**src/rtl/spiker_spike_streamer.sv**
```systemverilog
`default_nettype none
// ============================================================================
//  Module   : spiker_spike_streamer
//  Purpose  : Captures one wide spike frame on a start request and streams it
//             to the core as N_REG words of WIDTH bits, lowest word first,
//             with valid/ready handshaking. Abort or reset discards the frame.
//             A start that arrives while busy is dropped and flagged.
//  Ports    :
//     clk_i      in   1            sole clock, rising edge
//     rst_i      in   1            synchronous active-high reset
//     data_i     in   DATA_WIDTH   spike frame from the register-sampling stage
//     start_i    in   1            capture data_i and begin streaming
//     abort_i    in   1            cancel any frame in progress
//     word_o     out  WIDTH        current spike word
//     idx_o      out  IDX_W        index of word_o within the frame
//     valid_o    out  1            word_o/idx_o valid
//     ready_i    in   1            core accepts word (transfer = valid & ready)
//     busy_o     out  1            high while streaming or finishing
//     done_o     out  1            one-cycle pulse after the last transfer
//     overrun_o  out  1            sticky: start seen while not idle
//  Revision : 1.0  initial release
// ============================================================================
module spiker_spike_streamer #(
   parameter int WIDTH      = 32,
   parameter int N_REG      = 24,
   parameter int DATA_WIDTH = 768,
   // Index width; held at least 1 so a single-word frame still elaborates.
   parameter int IDX_W      = (N_REG > 1) ? $clog2(N_REG) : 1
) (
   input  logic                  clk_i,
   input  logic                  rst_i,
   input  logic [DATA_WIDTH-1:0] data_i,
   input  logic                  start_i,
   input  logic                  abort_i,
   output logic [WIDTH-1:0]      word_o,
   output logic [IDX_W-1:0]      idx_o,
   output logic                  valid_o,
   input  logic                  ready_i,
   output logic                  busy_o,
   output logic                  done_o,
   output logic                  overrun_o
);

   // ------------------------------------------------------------------------
   // Configuration check: the frame must split exactly into N_REG words.
   // ------------------------------------------------------------------------
   if (DATA_WIDTH != WIDTH * N_REG) begin : g_cfg_check
      $error("spiker_spike_streamer: DATA_WIDTH must equal WIDTH*N_REG");
   end

   // ------------------------------------------------------------------------
   // State encoding
   // ------------------------------------------------------------------------
   localparam logic [1:0] c_IDLE   = 2'd0;
   localparam logic [1:0] c_STREAM = 2'd1;
   localparam logic [1:0] c_DONE   = 2'd2;

   localparam logic [IDX_W-1:0] c_LAST_IDX = IDX_W'(N_REG - 1);
   localparam logic [IDX_W-1:0] c_IDX_ONE  = IDX_W'(1);

   // ------------------------------------------------------------------------
   // State registers
   // ------------------------------------------------------------------------
   logic [1:0]            state_q,   state_d;
   logic [IDX_W-1:0]      idx_q,     idx_d;
   logic [DATA_WIDTH-1:0] frame_q,   frame_d;
   logic                  overrun_q, overrun_d;

   // Frame buffer viewed as an array of words for indexed selection.
   logic [WIDTH-1:0] w_words [N_REG];

   for (genvar k = 0; k < N_REG; k++) begin : g_words
      assign w_words[k] = frame_q[k*WIDTH +: WIDTH];
   end

   logic w_is_idle;
   logic w_is_stream;
   logic w_is_done;
   logic w_xfer;
   logic w_accept_start;

   assign w_is_idle      = (state_q == c_IDLE);
   assign w_is_stream    = (state_q == c_STREAM);
   assign w_is_done      = (state_q == c_DONE);
   assign w_xfer         = w_is_stream && ready_i;
   assign w_accept_start = w_is_idle && start_i && !abort_i;

   // ------------------------------------------------------------------------
   // Next-state logic
   // ------------------------------------------------------------------------
   always_comb begin
      state_d   = state_q;
      idx_d     = idx_q;
      frame_d   = frame_q;
      overrun_d = overrun_q;

      // A start outside IDLE is never captured but is always remembered,
      // even when it coincides with an abort.
      if (start_i && !w_is_idle) begin
         overrun_d = 1'b1;
      end

      if (abort_i) begin
         // Abort wins over everything else; a coincident transfer is
         // considered taken by the core but never completes the frame.
         state_d = c_IDLE;
         idx_d   = '0;
      end else begin
         case (state_q)
            c_IDLE: begin
               if (w_accept_start) begin
                  frame_d   = data_i;
                  idx_d     = '0;
                  overrun_d = 1'b0;
                  state_d   = c_STREAM;
               end
            end
            c_STREAM: begin
               if (w_xfer) begin
                  if (idx_q == c_LAST_IDX) begin
                     idx_d   = '0;
                     state_d = c_DONE;
                  end else begin
                     idx_d = idx_q + c_IDX_ONE;
                  end
               end
            end
            c_DONE: begin
               state_d = c_IDLE;
            end
            default: begin
               state_d = c_IDLE;
               idx_d   = '0;
            end
         endcase
      end
   end

   // ------------------------------------------------------------------------
   // Sequential state
   // ------------------------------------------------------------------------
   always_ff @(posedge clk_i) begin
      if (rst_i) begin
         state_q   <= c_IDLE;
         idx_q     <= '0;
         frame_q   <= '0;
         overrun_q <= 1'b0;
      end else begin
         state_q   <= state_d;
         idx_q     <= idx_d;
         frame_q   <= frame_d;
         overrun_q <= overrun_d;
      end
   end

   // ------------------------------------------------------------------------
   // Outputs: all decoded from registered state, so they change only on
   // clock edges and hold steady while the core back-pressures.
   // ------------------------------------------------------------------------
   assign valid_o   = w_is_stream;
   assign busy_o    = w_is_stream || w_is_done;
   assign done_o    = w_is_done;
   assign idx_o     = idx_q;
   assign overrun_o = overrun_q;
   assign word_o    = w_is_stream ? w_words[idx_q] : '0;

endmodule
`default_nettype wire
```
**config.mk**
```make
export PLATFORM = sky130hd
export DESIGN_NAME = spiker_spike_streamer
export DESIGN_NICKNAME = d
export VERILOG_FILES = /design/src/rtl/spiker_spike_streamer.sv
export SDC_FILE = /design/constraint.sdc
export NUM_CORES = 2
export LEC_CHECK = 0
export BUFFER_PORTS_ARGS = -buffer_cell sky130_fd_sc_hd__clkbuf_2
export CAP_MARGIN = 15
export CORE_AREA = 8 8 313 315
export DETAILED_ROUTE_END_ITERATION = 6
export DIE_AREA = 0 0 321 323
export SLEW_MARGIN = 20
export SYNTH_ARGS = -nofsm -noshare
export SYNTH_HDL_FRONTEND = slang
export SYNTH_SLANG_ARGS = --single-unit
```
**constraint.sdc**
```tcl
create_clock -name clk_i -period 3.85 [get_ports clk_i]
set_clock_uncertainty 0.05 [all_clocks]
set_input_delay 0.1925 -clock clk_i [delete_from_list [all_inputs] [get_ports clk_i]]
set_output_delay 0.1925 -clock clk_i [all_outputs]
set_load 0.01 [all_outputs]
```
# Yosys cells after proc, flatten, opt, wreduce, memory -nomap -nowiden
# Cells that the tools add are included.
# op_classes
add_sub_neg	1
mul	0
n_div	0
order_cmp	1
eq_ne	6
shifts	0
mux	16
n_bitwise	3
n_reduce_logical	12
# ops
cell	count
32-bit binary-select mux with 5-bit select	1
32-bit two-way mux	3
5-bit two-way mux	3
5-bit one-hot mux with 3 select lines	1
3-bit AND reduction	3
6-bit greater-or-equal comparator (second input constant)	1
2-bit two-way mux	3
2-bit by 1-bit inequality test with 1-bit output (second input constant)	3
5-bit inverter with 6-bit output	1
5-bit by 1-bit adder with 5-bit output (second input constant)	1
5-bit == test (second input constant)	1
1-bit logical AND	4
1-bit two-way mux	4
2-bit one-hot mux with 2 select lines	1
2-bit by 1-bit == test with 1-bit output (second input constant)	1
2-bit == test (second input constant)	1
1-bit logical NOT	2
2-bit logical NOT	1
1-bit inverter	2
2-bit OR reduction	1
1-bit logical OR	1
# word_totals
ff_bits	776
latch_bits	0
ram_bits	0
mem_bits_ro	0
in_bits	773
out_inout_bits	41
word_cells	43
n_memories	0

# Depth between registers and ports, before layout
# depth
word_depth	7
mapped_depth	10
ltp_nobuf	6

# Worst setup path after synthesis
# Ideal clock, no wire load.
# synth_path
path_kind	flip-flop to output port
from	register state_q[1]
to	output port word_o[0]
arrival_ns	1.779
required_time_ns	3.607
slack_ns	1.828
path_stages_with_launch	9
path_buffers	2
path_cell_list	dfxtp_1 > inv_1 > ha_1 > buf_6 > or3b_4 > buf_2 > a221oi_2 > a22oi_1 > nand3_1
# synth_between
elab_chain_len	2
# synth_lines
item	line_no	text
start: declaration	64	logic [1:0] state_q, state_d;
start signal: assignment	144	state_q <= c_IDLE;
start signal: assignment	149	state_q <= state_d;
2-bit by 1-bit == test with 1-bit output	83	assign w_is_stream = (state_q == c_STREAM);
named net valid_o	37	output logic valid_o,
32-bit two-way mux	165	assign word_o = w_is_stream ? w_words[idx_q] : '0;
end: declaration	35	output logic [WIDTH-1:0] word_o,
# The timed path passes the listed nets, and every way through them passes these cells.

# Worst setup path in the final report
# layout_path
from	register idx_q[0], in the netlist idx_o[0]
to	output port word_o[12]
# layout_between
elab_chain_len	5
# layout_lines
item	line_no	text
start: declaration	65	logic [IDX_W-1:0] idx_q, idx_d;
start signal: assignment	150	idx_q <= idx_d;
5-bit inverter with 6-bit output (implied by the code)	165	
32-bit binary-select mux with 5-bit select	165	
32-bit two-way mux (implied by the code) (2 in a row)	165	
32-bit two-way mux	165	
# Every way passes these cells. The select of a mux whose other input is x is not followed.

==> results.sh <==
export IMPL_n_fill_cell=8389
export IMPL_h_tree_depth=3
export IMPL_place_congestion=0.9203
export IMPL_relSlewSlack_pct=36.84
export IMPL_timing_reg2reg_setup_slack_ns=0.84
export IMPL_overflow=0
export IMPL_top_layer_used="met5"
export IMPL_cts_tree="done"
export IMPL_yosysWarnings=0
export IMPL_maxSlewViolCount=0
export IMPL_cp_arrival_ns=3.41
export IMPL_ant_nets=0
export IMPL_drc=0
export IMPL_fin_cells=6889
export IMPL_synth_nets=4880
export IMPL_grt_pass1_wl_microns=239600
export IMPL_wl_met2_microns=79650
export IMPL_wl_met1_microns=64450
export IMPL_std_cell_rows=112
export IMPL_root_buffer="clkbuf_16"
export IMPL_power_leakage_nw=19.22
export IMPL_fin_setup_tns_ns=0
export IMPL_hold_end="frame_q[351]"
export IMPL_die_area_sq_um=103700
export IMPL_syn_to_final_growth_pct=47.93
export IMPL_dp_hpwl_microns=117800
export IMPL_core_sq_um=92770
export IMPL_rsz0062_at_grt="no"
export IMPL_hold_class="input pin to flip-flop"
export IMPL_syn_inst=4102
export IMPL_crit_fanout=67
export IMPL_clk_pin_slew_ns=0.06
export IMPL_yosysSeqAreaShare_pct=46.66
export IMPL_ys_ff_latch=776
export IMPL_ioPinCount=814
export IMPL_clockBufferDepth=3
export IMPL_grt_start_max_net_pins=166
export IMPL_cts_made_buffers=84
export IMPL_grt_pass1_vias=37261
export IMPL_min_from="rst_i"
export IMPL_place_ws_ns=0.4968
export IMPL_fin_nets=6312
export IMPL_grt_usage_pct=30.56
export IMPL_wl_per_cell_microns=24.24
export IMPL_dp_cells=5896
export IMPL_fp_dieH_microns=323
export IMPL_power_mw=20.16
export IMPL_route_met3_wl_microns=12010
export IMPL_initial_core_util_pct=35.89
export IMPL_tightest_slew_ns=0.9474
export IMPL_hold_viol_final=0
export IMPL_dr_pass1_iters=6
export IMPL_worst_slack_ns=0.1997
export IMPL_vias=36421
export IMPL_die_w_microns=321
export IMPL_drtIter0Drc=3801
export IMPL_cp_start_kind="flip-flop"
export IMPL_vdd_drop_max_uv=293.7
export IMPL_port_buffers=813
export IMPL_fin_crit_ns=3.650
export IMPL_worst_setup_path_end_kind="output pin"
export IMPL_critPathKind="flip-flop to output pin"
export IMPL_antenna_found_initial=28
export IMPL_hold_depth=3
export IMPL_rr_worst_depth=9
export IMPL_insertion_delay_ns=0.62
export IMPL_worstReg2RegEnd="frame_q[352]"
export IMPL_status="complete, no violations"
export IMPL_netlist_area_sq_um=33290
export IMPL_avgViaCountPerCell=5.287
export IMPL_clock_sinks=776
export IMPL_worstPathRequired_ns=3.61
export IMPL_drive_gt1_share_pct=20.14
export IMPL_fmax_mhz=273.9
export IMPL_syn_mean_instance_area_sq_um=8.117
export IMPL_drt_total_wl_microns=167000
export IMPL_cellPowerDensity_nw_per_um2=409.2
export IMPL_min_period_over_period_pct=94.81
export IMPL_ys_types=45
export IMPL_setup_viol=0
export IMPL_maxCapViolCount=0
export IMPL_r2r_start="state_q[1]"
-- per-stage QoR --
step | util, % | hold WS (ns) | cell area, sq um
global placement | 41.16 | 0.3690 | 38180
finish | 53.09 | 0.1952 | 49250
detailed placement | 41.16 | 0.3716 | 38180
global route | 53.04 | 0.2257 | 49200
CTS | 53.00 | 0.1757 | 49170
floorplan | - | 0.2218 | 33290
-- worst max-delay path: stages, from the launching register on --
cell and delay (ns):
dfxtp_4 0.57, buf_12 0.44, mux2i_1 0.32, a221oi_2 0.48, a31oi_1 0.07, o211ai_1 0.54
clkbuf_2 0.24
-- synthesized netlist by cell type (all sizes together) --
cell	count	area share (%)
buf	167	3.1
or3b	1	0.034
ha	5	0.19
and2	3	0.056
inv	3	0.034
nor2	7	0.086
a32oi	4	0.11
a21boi	1	0.023
a31o	1	0.026
nor3	1	0.015
mux2i	258	7.8
nand4b	1	0.026
nand3b	2	0.045
o21ai	22	0.33
xor2	1	0.026
or3	2	0.038
a211o	1	0.026
dfxtp	776	47
a221oi	41	1.6
a21oi	804	12
mux4	64	4.4
and3b	1	0.026
o221a	1	0.034
o211ai	14	0.32
clkbuf	179	2.0
a31oi	4	0.075
nor2b	3	0.079
nand2	1577	18
or2	1	0.019
nand2b	13	0.27
and3	1	0.019
nor3b	1	0.023
a22oi	72	1.6
nand3	70	1.1
-- timing repair --
item | 4_1_cts | 5_1_grt
hold buffers | 806 | 0
setup endpoints to repair | 2 | 0
setup buffers | 0 | 0
endpoints found under the hold margin | 771 | 0
gates resized for setup | 2 | 0
-- cell usage in the layout (no fill, tap or decap), types with 3 or more instances in the layout --
cell type	count
a21oi_1	804
a221oi_1	11
a221oi_2	30
a22oi_1	72
a31oi_1	4
a32oi_1	4
buf_12	28
buf_4	45
bufinv_16	10
clkbuf_1	15
clkbuf_16	87
clkbuf_2	812
clkbuf_8	12
clkinv_2	19
clkinv_8	3
clkinvlp_4	3
dfxtp_1	773
diode_2	33
dlygate4sd3_1	806
ha_1	5
inv_1	3
inv_6	3
mux2i_1	258
mux4_1	6
mux4_2	58
nand2_1	1577
nand2b_1	12
nand3_1	70
nor2_1	5
nor2b_4	3
o211ai_1	14
o21ai_0	19
o21ai_1	3
-- layout make-up --
type	instances	area (sq um)	area share, %
clock inverters	40	510.5	1.036
well taps	1254	1569	3.186
inverters	3	11.26	0.02286
multi-input cells	2977	16090	32.67
flip-flops and latches	776	15540	31.56
diodes	33	82.58	0.1677
clock buffers	114	2399	4.870
repair buffers	1692	13050	26.49
-- routing by layer --
metal / global-route usage [%] / up-vias
li1: - / 16715
met1: 36.34 / 17309
met2: 51.26 / 1824
met3: 5.929 / 563
met4: 18.08 / 10
met5: 0 / -
-- power by group --
part	total, mW	internal (mW)	leakage, nW	switching (mW)
Sequential	8.70	8.44	6.34	0.257
Combinational	2.94	1.37	11.4	1.57
Clock	8.52	5.06	1.43	3.45
Total	20.2	14.9	19.2	5.28
-- how the worst max path moves through the flow --
stage,startpoint,to,slack (ns)
finish,idx_o[0],word_o[12],0.20
global route,idx_o[0],word_o[12],0.05
floorplan,state_q[1],word_o[0],1.83
global placement,idx_o[0],word_o[2],0.57
CTS,idx_o[0],word_o[12],0.1
detailed placement,idx_o[0],word_o[2],0.50
-- state kept, by name (all words and copies together) (netlist names) --
register / flops
idx_o: 5
frame_q: 768
overrun_o: 1
state_q: 2
-- kinds of logic after synthesis --
family                     share of synthesized area, %
and+or+nand+nor                                   19.56
AOI/OAI and AO/OA                                 16.25
DFF                                               46.66
buffers and inverters                             5.160
muxes                                             12.15
adders and majority gates                        0.1879
xor gates and xnor gates                        0.02631
Note: power is estimated with default switching activity, not from simulation.
